$ cat src/rtl/alu_pkg.sv
// Shared types and constants for the ALU operation sequencer: opcodes,
// FSM states and instruction field positions.
package alu_pkg;

  localparam int DATA_W_DEF = 6;
  localparam int INSTR_W    = 13;

  localparam int OP_LSB  = 10;
  localparam int OP_W    = 3;
  localparam int RD_LSB  = 8;
  localparam int RS1_LSB = 6;
  localparam int RS2_LSB = 4;
  localparam int IMM_LSB = 0;
  localparam int IMM_W   = 6;

  typedef enum logic [2:0] {
    OP_ADD   = 3'b000,
    OP_SUB   = 3'b001,
    OP_LOADI = 3'b010,
    OP_RSVD  = 3'b011,
    OP_EQ    = 3'b100,
    OP_GT    = 3'b101,
    OP_LT    = 3'b110,
    OP_ZERO  = 3'b111
  } op_e;

  typedef enum logic [1:0] {
    ST_IDLE = 2'd0,
    ST_EXEC = 2'd1,
    ST_RESP = 2'd2
  } state_e;

endpackage

$ cat src/rtl/alu_regfile.sv
// Operand register file: 2**REG_AW entries, two combinational read ports,
// one write port, synchronous reset to zero.
module alu_regfile #(
  parameter int DATA_W = 6,
  parameter int REG_AW = 2
) (
  input  logic              clk,
  input  logic              rst,
  input  logic              we,
  input  logic [REG_AW-1:0] waddr,
  input  logic [DATA_W-1:0] wdata,
  input  logic [REG_AW-1:0] raddr1,
  input  logic [REG_AW-1:0] raddr2,
  output logic [DATA_W-1:0] rdata1,
  output logic [DATA_W-1:0] rdata2
);

  localparam int NREG = 1 << REG_AW;

  logic [DATA_W-1:0] regs_q [NREG];
  logic [DATA_W-1:0] regs_d [NREG];

  always_comb begin
    regs_d = regs_q;
    if (we) regs_d[waddr] = wdata;
  end

  always_ff @(posedge clk) begin
    if (rst) regs_q <= '{default: '0};
    else     regs_q <= regs_d;
  end

  // Reads see the pre-write contents, so rd==rs1==rs2 needs no bypass.
  assign rdata1 = regs_q[raddr1];
  assign rdata2 = regs_q[raddr2];

endmodule

$ cat src/rtl/alu_op_sequencer.sv
// Sequencer in front of the external 6-bit ALU: accepts instructions, runs one
// ALU op each, writes back and responds. Define ALU_ZFLAG_EN for resp_zero.
//
// state   | meaning
// IDLE    | ready for an instruction; LOADI/reserved complete here
// EXEC    | one cycle driving the ALU, result written back at cycle end
// RESP    | response held until resp_ready
module alu_op_sequencer
  import alu_pkg::*;
#(
  parameter int DATA_W = alu_pkg::DATA_W_DEF,
  parameter int REG_AW = 2
) (
  input  logic               clk,
  input  logic               rst,
  input  logic               instr_valid,
  output logic               instr_ready,
  input  logic [INSTR_W-1:0] instr,
  output logic [DATA_W-1:0]  alu_a,
  output logic [DATA_W-1:0]  alu_b,
  output logic [2:0]         alu_sel,
  input  logic [DATA_W-1:0]  alu_c,
  output logic               resp_valid,
  input  logic               resp_ready,
  output logic [DATA_W-1:0]  resp_data,
`ifdef ALU_ZFLAG_EN
  output logic               resp_zero,
`endif
  output logic               resp_err
);

  state_e            state_q, state_d;
  op_e               op_q, op_d;
  logic [REG_AW-1:0] rd_q, rd_d;
  logic [REG_AW-1:0] rs1_q, rs1_d;
  logic [REG_AW-1:0] rs2_q, rs2_d;
  logic [DATA_W-1:0] resp_data_q, resp_data_d;
  logic              resp_err_q, resp_err_d;
`ifdef ALU_ZFLAG_EN
  logic              resp_zero_q, resp_zero_d;
`endif

  logic              rf_we;
  logic [REG_AW-1:0] rf_waddr;
  logic [DATA_W-1:0] rf_wdata;
  logic [DATA_W-1:0] rf_rdata1, rf_rdata2;

  op_e               op_in;
  logic [DATA_W-1:0] imm_in;

  assign op_in  = op_e'(instr[OP_LSB +: OP_W]);
  assign imm_in = DATA_W'(instr[IMM_LSB +: IMM_W]);

  alu_regfile #(
    .DATA_W (DATA_W),
    .REG_AW (REG_AW)
  ) u_rf (
    .clk    (clk),
    .rst    (rst),
    .we     (rf_we),
    .waddr  (rf_waddr),
    .wdata  (rf_wdata),
    .raddr1 (rs1_q),
    .raddr2 (rs2_q),
    .rdata1 (rf_rdata1),
    .rdata2 (rf_rdata2)
  );

  always_comb begin
    state_d     = state_q;
    op_d        = op_q;
    rd_d        = rd_q;
    rs1_d       = rs1_q;
    rs2_d       = rs2_q;
    resp_data_d = resp_data_q;
    resp_err_d  = resp_err_q;
`ifdef ALU_ZFLAG_EN
    resp_zero_d = resp_zero_q;
`endif
    rf_we       = 1'b0;
    rf_waddr    = rd_q;
    rf_wdata    = alu_c;
    alu_a       = '0;
    alu_b       = '0;
    alu_sel     = 3'b000;

    case (state_q)
      ST_IDLE: begin
        if (instr_valid) begin
          op_d  = op_in;
          rd_d  = instr[RD_LSB +: REG_AW];
          rs1_d = instr[RS1_LSB +: REG_AW];
          rs2_d = instr[RS2_LSB +: REG_AW];
          case (op_in)
            OP_LOADI: begin
              rf_we       = 1'b1;
              rf_waddr    = instr[RD_LSB +: REG_AW];
              rf_wdata    = imm_in;
              resp_data_d = imm_in;
              resp_err_d  = 1'b0;
`ifdef ALU_ZFLAG_EN
              resp_zero_d = (imm_in == '0);
`endif
              state_d     = ST_RESP;
            end
            OP_RSVD: begin
              resp_data_d = '0;
              resp_err_d  = 1'b1;
`ifdef ALU_ZFLAG_EN
              resp_zero_d = 1'b0;
`endif
              state_d     = ST_RESP;
            end
            default: state_d = ST_EXEC;
          endcase
        end
      end
      ST_EXEC: begin
        alu_a       = rf_rdata1;
        alu_b       = rf_rdata2;
        alu_sel     = op_q;
        rf_we       = 1'b1;
        rf_waddr    = rd_q;
        rf_wdata    = alu_c;
        resp_data_d = alu_c;
        resp_err_d  = 1'b0;
`ifdef ALU_ZFLAG_EN
        resp_zero_d = (alu_c == '0);
`endif
        state_d     = ST_RESP;
      end
      ST_RESP: begin
        if (resp_ready) state_d = ST_IDLE;
      end
      default: state_d = ST_IDLE;
    endcase
  end

  always_ff @(posedge clk) begin
    if (rst) begin
      state_q     <= ST_IDLE;
      op_q        <= OP_ADD;
      rd_q        <= '0;
      rs1_q       <= '0;
      rs2_q       <= '0;
      resp_data_q <= '0;
      resp_err_q  <= 1'b0;
`ifdef ALU_ZFLAG_EN
      resp_zero_q <= 1'b0;
`endif
    end else begin
      state_q     <= state_d;
      op_q        <= op_d;
      rd_q        <= rd_d;
      rs1_q       <= rs1_d;
      rs2_q       <= rs2_d;
      resp_data_q <= resp_data_d;
      resp_err_q  <= resp_err_d;
`ifdef ALU_ZFLAG_EN
      resp_zero_q <= resp_zero_d;
`endif
    end
  end

  assign instr_ready = (state_q == ST_IDLE);
  assign resp_valid  = (state_q == ST_RESP);
  assign resp_data   = resp_data_q;
  assign resp_err    = resp_err_q;
`ifdef ALU_ZFLAG_EN
  assign resp_zero   = resp_zero_q;
`endif

endmodule

$ cat config.mk
export PLATFORM = sky130hd
export DESIGN_NAME = alu_op_sequencer
export DESIGN_NICKNAME = d
export VERILOG_FILES = /design/src/rtl/alu_pkg.sv /design/src/rtl/alu_regfile.sv /design/src/rtl/alu_op_sequencer.sv
export SDC_FILE = /design/constraint.sdc
export NUM_CORES = 1
export LEC_CHECK = 0
export BUFFER_PORTS_ARGS = -buffer_cell sky130_fd_sc_hd__buf_2
export CAP_MARGIN = 20
export CORE_MARGIN = 3
export CORE_UTILIZATION = 58
export CTS_CLUSTER_DIAMETER = 60
export DETAILED_ROUTE_END_ITERATION = 6
export PLACE_DENSITY_LB_ADDON = 0.12
export SETUP_SLACK_MARGIN = 0.05
export SKIP_CTS_REPAIR_TIMING = 1
export SLEW_MARGIN = 15
export SYNTH_ARGS = -nofsm -noshare
export SYNTH_HDL_FRONTEND = slang
export SYNTH_SLANG_ARGS = --single-unit
$ cat constraint.sdc
create_clock -name clk -period 4.25 [get_ports clk]
set_input_delay 0.2125 -clock clk [delete_from_list [all_inputs] [get_ports clk]]
set_output_delay 0.2125 -clock clk [all_outputs]
set_load 0.005 [all_outputs]
==> results.yml, run 1 <==
outcome:
  status: "complete, no violations"
floorplanning:
  die_area_um2: 4680
  num_rows: 22
  die_y_um: 68.4
  die_w_um: 68.4
  core_region_area_um2: 3720
  start_util: 0.608
  ioPinCount: 47
clock_tree:
  clkTransAtPathRegs_ns: 0.08
  clockBufferDepth: 2
  h-tree-depth: 2
  cts_made_buffers: 5
  clockRootBuffer: "clkbuf_8"
  clk_latency_ns: 0.29
  cts_sinks: 42
  cts_tree: "built"
setup_path:
  worstReg2RegEnd: "u_rf.regs_q[21]$_SDFFE_PP0P_"
  crit_slowest_cell: "or4b_4"
  crit_fanout: 12
  required_ns: 4.45
  startpoint_type: "flip-flop"
  cp_slowest_stage_delay_ns: 0.61
  reg2reg_depth: 4
  r2r_setup_slack_ns: 2.14
  worstPathArrival_ns: 2.31
  r2r-start: "state_q[0]$_SDFFE_PP0P_"
  path_cells: "or3b_1 -> or4b_4 -> nor3b_1 -> nor4_2"
  path_class: "reg2reg"
  crit_path_end_kind: "flip-flop"
power_and_ir_drop:
  netSwitchingFraction: 0.262
  intPower_w: 0.000635
  peakVddDrop_mv: 0.240
  p_per_area_nw_per_um2: 334
  pwr-share-seq: 0.508
  power_switching_w: 0.000226
  power.leakage_nw: 1.05
  combPwrFrac: 0.145
  clkPwrFrac: 0.347
timing:
  whs_ns: 0.160
  rsz0062_at_grt: "no"
  clock_skew_ns: 0.00342
  finalSetupTns_ns: 0
  fmax_mhz: 474
  finalHoldViolations: 0
  tightestPinTransition_ns: 0.788
  period_minus_slack_ns: 2.11
  fin_crit_sh: 0.497
  slew_headroom: 0.475
  layout_setup_ws_ns: 2.14
  maxSlewViolCount: 0
  finalSetupViolCount: 0
final_layout:
  design_area_um2: 2580
  utilization: 0.693
  drive_gt1_frac: 0.250
  n_antenna_cell: 0
  fin_nets: 318
  areaGrowthSynthToFinish_pct: 14.1
drt:
  drt_wl_total_mm: 6.07
  drtIter0Drc: 170
  viasPerCell: 6.10
  postRouteAntennaNets: 0
  routedWlPerCell_um: 17.6
  num_vias: 2097
  drc: 0
  first_pass_iters: 4
yosys:
  ys_types: 31
  syn_area_um2: 2260
  async_flop_share: 0
  yosys_register_bits: 42
  synth_edf_count: 0
  yosysMostFrequentCell: "nor2_1"
  ys_dominant_reg_cell: "dfxtp_1"
  synth.top_cell.area_share: 0.372
  avgSynthCellArea_um2: 8.65
  yosys-top-cells-area: "dfxtp_1 (37%), mux4_2 (12%), nor2_1 (9.6%)"
  netlist_instances: 261
  seq_area_frac_synth: 0.372
  synth_warnings: 0
  synth_common_cells: "nor2_1 (58), dfxtp_1 (42), nor3b_1 (20)"
  synth_nets: 284
  synth.largest_area_cell: "dfxtp_1"
global_routing:
  antenna_found_initial: 0
  grt_pass1_wl_mm: 9.69
  grt_use_total: 0.282
  grt_max_degree: 43
  overflow: 0
  grt_pass1_vias: 1974
job:
  maxCapViolations: 0
placed_design:
  post-place-ws_ns: 2.13
  dpl-instance-area_um2: 2470
  port-buffer-count: 46
  gp_congestion: 0.782
  dpl.hpwl_mm: 4.15
min_path:
  min_from: "instr[6]"
  whs_endpoint: "rs1_q[0]$_SDFFE_PP0P_"
  hold_depth: 3
  hold_class: "in2reg"
cells in the final DEF (no fill, tap or decap), types with 11 or more instances in the layout:
master,netlist,final
nor2_1,58,58
buf_2,3,46
dfxtp_1,42,42
nor3b_1,20,20
nand2_1,19,19
and2_1,15,15
mux4_2,12,12
a2111oi_0,12,12
a21oi_1,11,11
how the worst max path moves through the flow:
stage                                              end                    start  depth (start not counted)  slack, ns
after CTS                  u_rf.regs_q[0]$_SDFFE_PP0P_  state_q[0]$_SDFFE_PP0P_                          5       2.10
final                     u_rf.regs_q[21]$_SDFFE_PP0P_  state_q[0]$_SDFFE_PP0P_                          4       2.14
after global placement    u_rf.regs_q[19]$_SDFFE_PP0P_  state_q[0]$_SDFFE_PP0P_                          4       2.22
after detailed placement   u_rf.regs_q[0]$_SDFFE_PP0P_  state_q[0]$_SDFFE_PP0P_                          5       2.13
after floorplan           u_rf.regs_q[22]$_SDFFE_PP0P_  state_q[0]$_SDFFE_PP0P_                          6       2.40
after global routing      u_rf.regs_q[13]$_SDFFE_PP0P_  state_q[0]$_SDFFE_PP0P_                          4       1.95
power groups by stage:
stage / Clock [W] / Combinational (W) / Sequential [W]
after detailed placement: 0 / 0.000124 / 0.000446
after floorplan: 0 / 0.0000873 / 0.000434
final: 0.000299 / 0.000125 / 0.000438
after CTS: 0.000300 / 0.000125 / 0.000437
after global routing: 0.000319 / 0.000138 / 0.000441
after global placement: 0 / 0.000122 / 0.000446
cell type report:
class	instances	area, um^2
Inverter	7	26.3
Sequential cell	42	841
Tap cell	48	60.1
Multi-Input combinational cell	191	1290
Timing Repair Buffer	48	245
Clock buffer	8	110
Fill cell	319	1140
stage by stage:
stage | power (W) | instances
after floorplan | 0.000521 | 261
after global placement | 0.000568 | 336
after detailed placement | 0.000570 | 336
after CTS | 0.000861 | 344
after global routing | 0.000897 | 344
final | 0.000861 | 344
worst max-delay path, delay by kind of cell, from the launching register on:
kind,cells,cell delay (ns)
DFF,1,0.39
and+or+nand+nor,4,1.62
cell families (layout without fill, tap and decap cells):
logic type / Yosys count / count (layout) / share of synthesized area
AND/OR/NAND/NOR: 147 / 147 / 0.348
multiplexers: 13 / 13 / 0.124
flip-flops: 42 / 42 / 0.372
AO/OA/AOI/OAI: 31 / 31 / 0.101
buffers and inverters: 28 / 63 / 0.0548
registers in the layout (all words and copies together), names as in the netlist:
register and count:
u_rf.regs_q 24, resp_data 6, op_q 3, rd_q 2
rs1_q 2, rs2_q 2, state_q 2, resp_err 1
per-layer routing:
| layer | vias up | track usage | routed length (um) |
|---|---|---|---|
| met4 | 0 | 0.0794 | 84 |
| met5 | - | 0 | 0 |
| met1 | 994 | 0.375 | 2520 |
| met2 | 88 | 0.458 | 3000 |
| li1 | 1007 | - | - |
| met3 | 8 | 0.0608 | 470 |
Note: power is estimated with default switching activity, not from simulation.
==> run 2: changes to the inputs <==
Settings changed: ABC_AREA set to 1, CORE_UTILIZATION 58 to 55.
Clock period 4.25 ns to 2.1 ns, I/O delays scaled along.
==> results.yml, run 2 <==
clock_tree:
  clockBufferDepth: 2
  cts_made_buffers: 5
  cts_sinks: 42
  clockRootBuffer: "clkbuf_8"
  clkTransAtPathRegs_ns: 0.07
  h-tree-depth: 2
  cts_tree: "built"
  clk_latency_ns: 0.29
drt:
  first_pass_iters: 4
  viasPerCell: 5.20
  routedWlPerCell_um: 12.1
  drtIter0Drc: 133
  num_vias: 2316
  drc: 0
  postRouteAntennaNets: 0
  drt_wl_total_mm: 5.39
final_layout:
  largest_reg_flops: 24
  fin_nets: 420
  n_antenna_cell: 0
  areaGrowthSynthToFinish_pct: 15.5
  drive_gt1_frac: 0.196
  final_cell_mix: "nand2_1 (77), nor2_1 (62), buf_2 (46)"
  top_register: "u_rf.regs_q"
  layout_commonest_cell: "nand2_1"
yosys:
  avgSynthCellArea_um2: 6.49
  synth_edf_count: 0
  ys_dominant_reg_cell: "dfxtp_1"
  yosysMostFrequentCell: "nand2_1"
  ys_types: 25
  synth.top_cell.area_share: 0.364
  async_flop_share: 0
  netlist_instances: 356
  yosys-top-cells-area: "dfxtp_1 (36%), nand2_1 (13%), nor2_1 (10%)"
  synth_nets: 379
  seq_area_frac_synth: 0.364
  syn_area_um2: 2310
  synth.largest_area_cell: "dfxtp_1"
  synth_warnings: 0
  synth_common_cells: "nand2_1 (77), nor2_1 (62), a21oi_1 (43)"
  yosys_register_bits: 42
power_and_ir_drop:
  power_switching_w: 0.000553
  clkPwrFrac: 0.333
  power.leakage_nw: 1.25
  peakVddDrop_mv: 0.432
  pwr-share-seq: 0.474
  combPwrFrac: 0.193
  p_per_area_nw_per_um2: 722
  intPower_w: 0.00137
  netSwitchingFraction: 0.287
timing:
  fin_crit_sh: 0.879
  finalSetupTns_ns: 0
  slew_headroom: 0.522
  rsz0062_at_grt: "no"
  finalSetupViolCount: 0
  period_minus_slack_ns: 1.85
  maxSlewViolCount: 0
  tightestPinTransition_ns: 0.716
  whs_ns: 0.0678
  clock_skew_ns: 0.00409
  fmax_mhz: 542
  finalHoldViolations: 0
global_routing:
  grt_pass1_wl_mm: 9.15
  overflow: 0
  grt_pass1_vias: 2079
  grt_use_total: 0.225
  antenna_found_initial: 0
  grt_max_degree: 27
setup_path:
  crit_slowest_cell: "dfxtp_1"
  path_class: "reg2out"
  startpoint_type: "flip-flop"
  cp_slowest_stage_delay_ns: 0.78
  worst_path_most_repeated_cell: "a21oi_1"
  crit_path_end_kind: "primary output"
  crit_fanout: 23
  required_ns: 2.00
  worstPathArrival_ns: 1.74
  path_cells: "inv_1 -> a21oi_1 -> o21ai_0 -> a21oi_1 -> buf_2"
floorplanning:
  die_y_um: 70.8
  die_w_um: 70.8
  start_util: 0.600
  core_region_area_um2: 3850
  die_area_um2: 5020
  num_rows: 22
  ioPinCount: 47
outcome:
  status: "complete, no violations"
min_path:
  hold_class: "in2reg"
job:
  maxCapViolations: 0
placed_design:
  gp_congestion: 0.797
  dpl.hpwl_mm: 4.00
  port-buffer-count: 46
[run 2: cell count changes after synthesis, sizes merged, moves of 16 or more]
cell / before / now
and2: 16 / 0
inv: 7 / 43
o21ai: 0 / 32
a21oi: 11 / 43
nand2: 19 / 84
nor3b: 20 / 0
[run 2: final cells by class]
| cell class | instances | area, um^2 |
|---|---|---|
| timing repair buffer | 49 | 253 |
| tap | 48 | 60.1 |
| sequential | 42 | 841 |
| fill | 341 | 1180 |
| inverter | 43 | 161 |
| clock buffer | 6 | 82.6 |
| clock inverter | 1 | 30.0 |
| multi-input combinational | 256 | 1240 |
[run 2: critical path, delay by kind of cell (launching register included)]
family                 cells  cell delay (ns)
DFF                        1             0.78
buffers and inverters      2             0.30
AOI/OAI and AO/OA          3             0.37
[run 2: metal layers]
layer  vias to the layer above  share of wire  wire length [um]  track usage
li1                       1212              -                 -            -
met1                      1033           0.48              2570        0.298
met2                        63           0.46              2470        0.365
met5                         -              0                 0            0
met3                         8          0.049               263       0.0440
met4                         0          0.016                84       0.0814
[run 2: kinds of logic (layout without fill, tap and decap cells)]
group	count (synthesis)	count (layout)	synth area share
AND/OR/NAND/NOR	170	170	0.337
AO/OA/AOI/OAI	86	86	0.201
buffers and inverters	58	99	0.0985
flip-flops	42	42	0.364
[run 2: through the flow]
| step | std cells | setup slack (ns) | utilization | total power [W] | cell area (um^2) |
|---|---|---|---|---|---|
| 2_1_floorplan | 356 | 0.724 | - | 0.00119 | 2310 |
| 3_3_place_gp | 438 | 0.529 | 0.664 | 0.00129 | 2560 |
| 3_5_place_dp | 438 | 0.465 | 0.664 | 0.00130 | 2560 |
| 4_1_cts | 445 | 0.255 | 0.693 | 0.00194 | 2670 |
| 5_1_grt | 445 | 0.0661 | 0.693 | 0.00203 | 2670 |
| 6_report | 445 | 0.255 | 0.693 | 0.00193 | 2670 |
[run 2: power by group through the flow]
| stage | clock network, W | logic [W] | registers (W) |
|---|---|---|---|
| after floorplan | 0 | 0.000295 | 0.000897 |
| after global placement | 0 | 0.000361 | 0.000930 |
| after detailed placement | 0 | 0.000371 | 0.000933 |
| after CTS | 0.000655 | 0.000373 | 0.000915 |
| after global routing | 0.000680 | 0.000425 | 0.000925 |
| final | 0.000641 | 0.000372 | 0.000915 |
[run 2: path summary, 6_finish.rpt]
| check | from | end | slack [ns] | cells after the start |
|---|---|---|---|---|
| setup / recovery | rs2_q[0]$_SDFFE_PP0P_ | alu_b[4] | 0.25 | 5 |
| hold / removal | instr[9] | rd_q[1]$_SDFFE_PP0P_ | 0.07 | 3 |
| setup reg to reg | state_q[0]$_SDFFE_PP0P_ | u_rf.regs_q[13]$_SDFFE_PP0P_ | 0.45 | 10 |
| hold reg to reg | op_q[1]$_SDFFE_PP0P_ | op_q[1]$_SDFFE_PP0P_ | 0.47 | 2 |
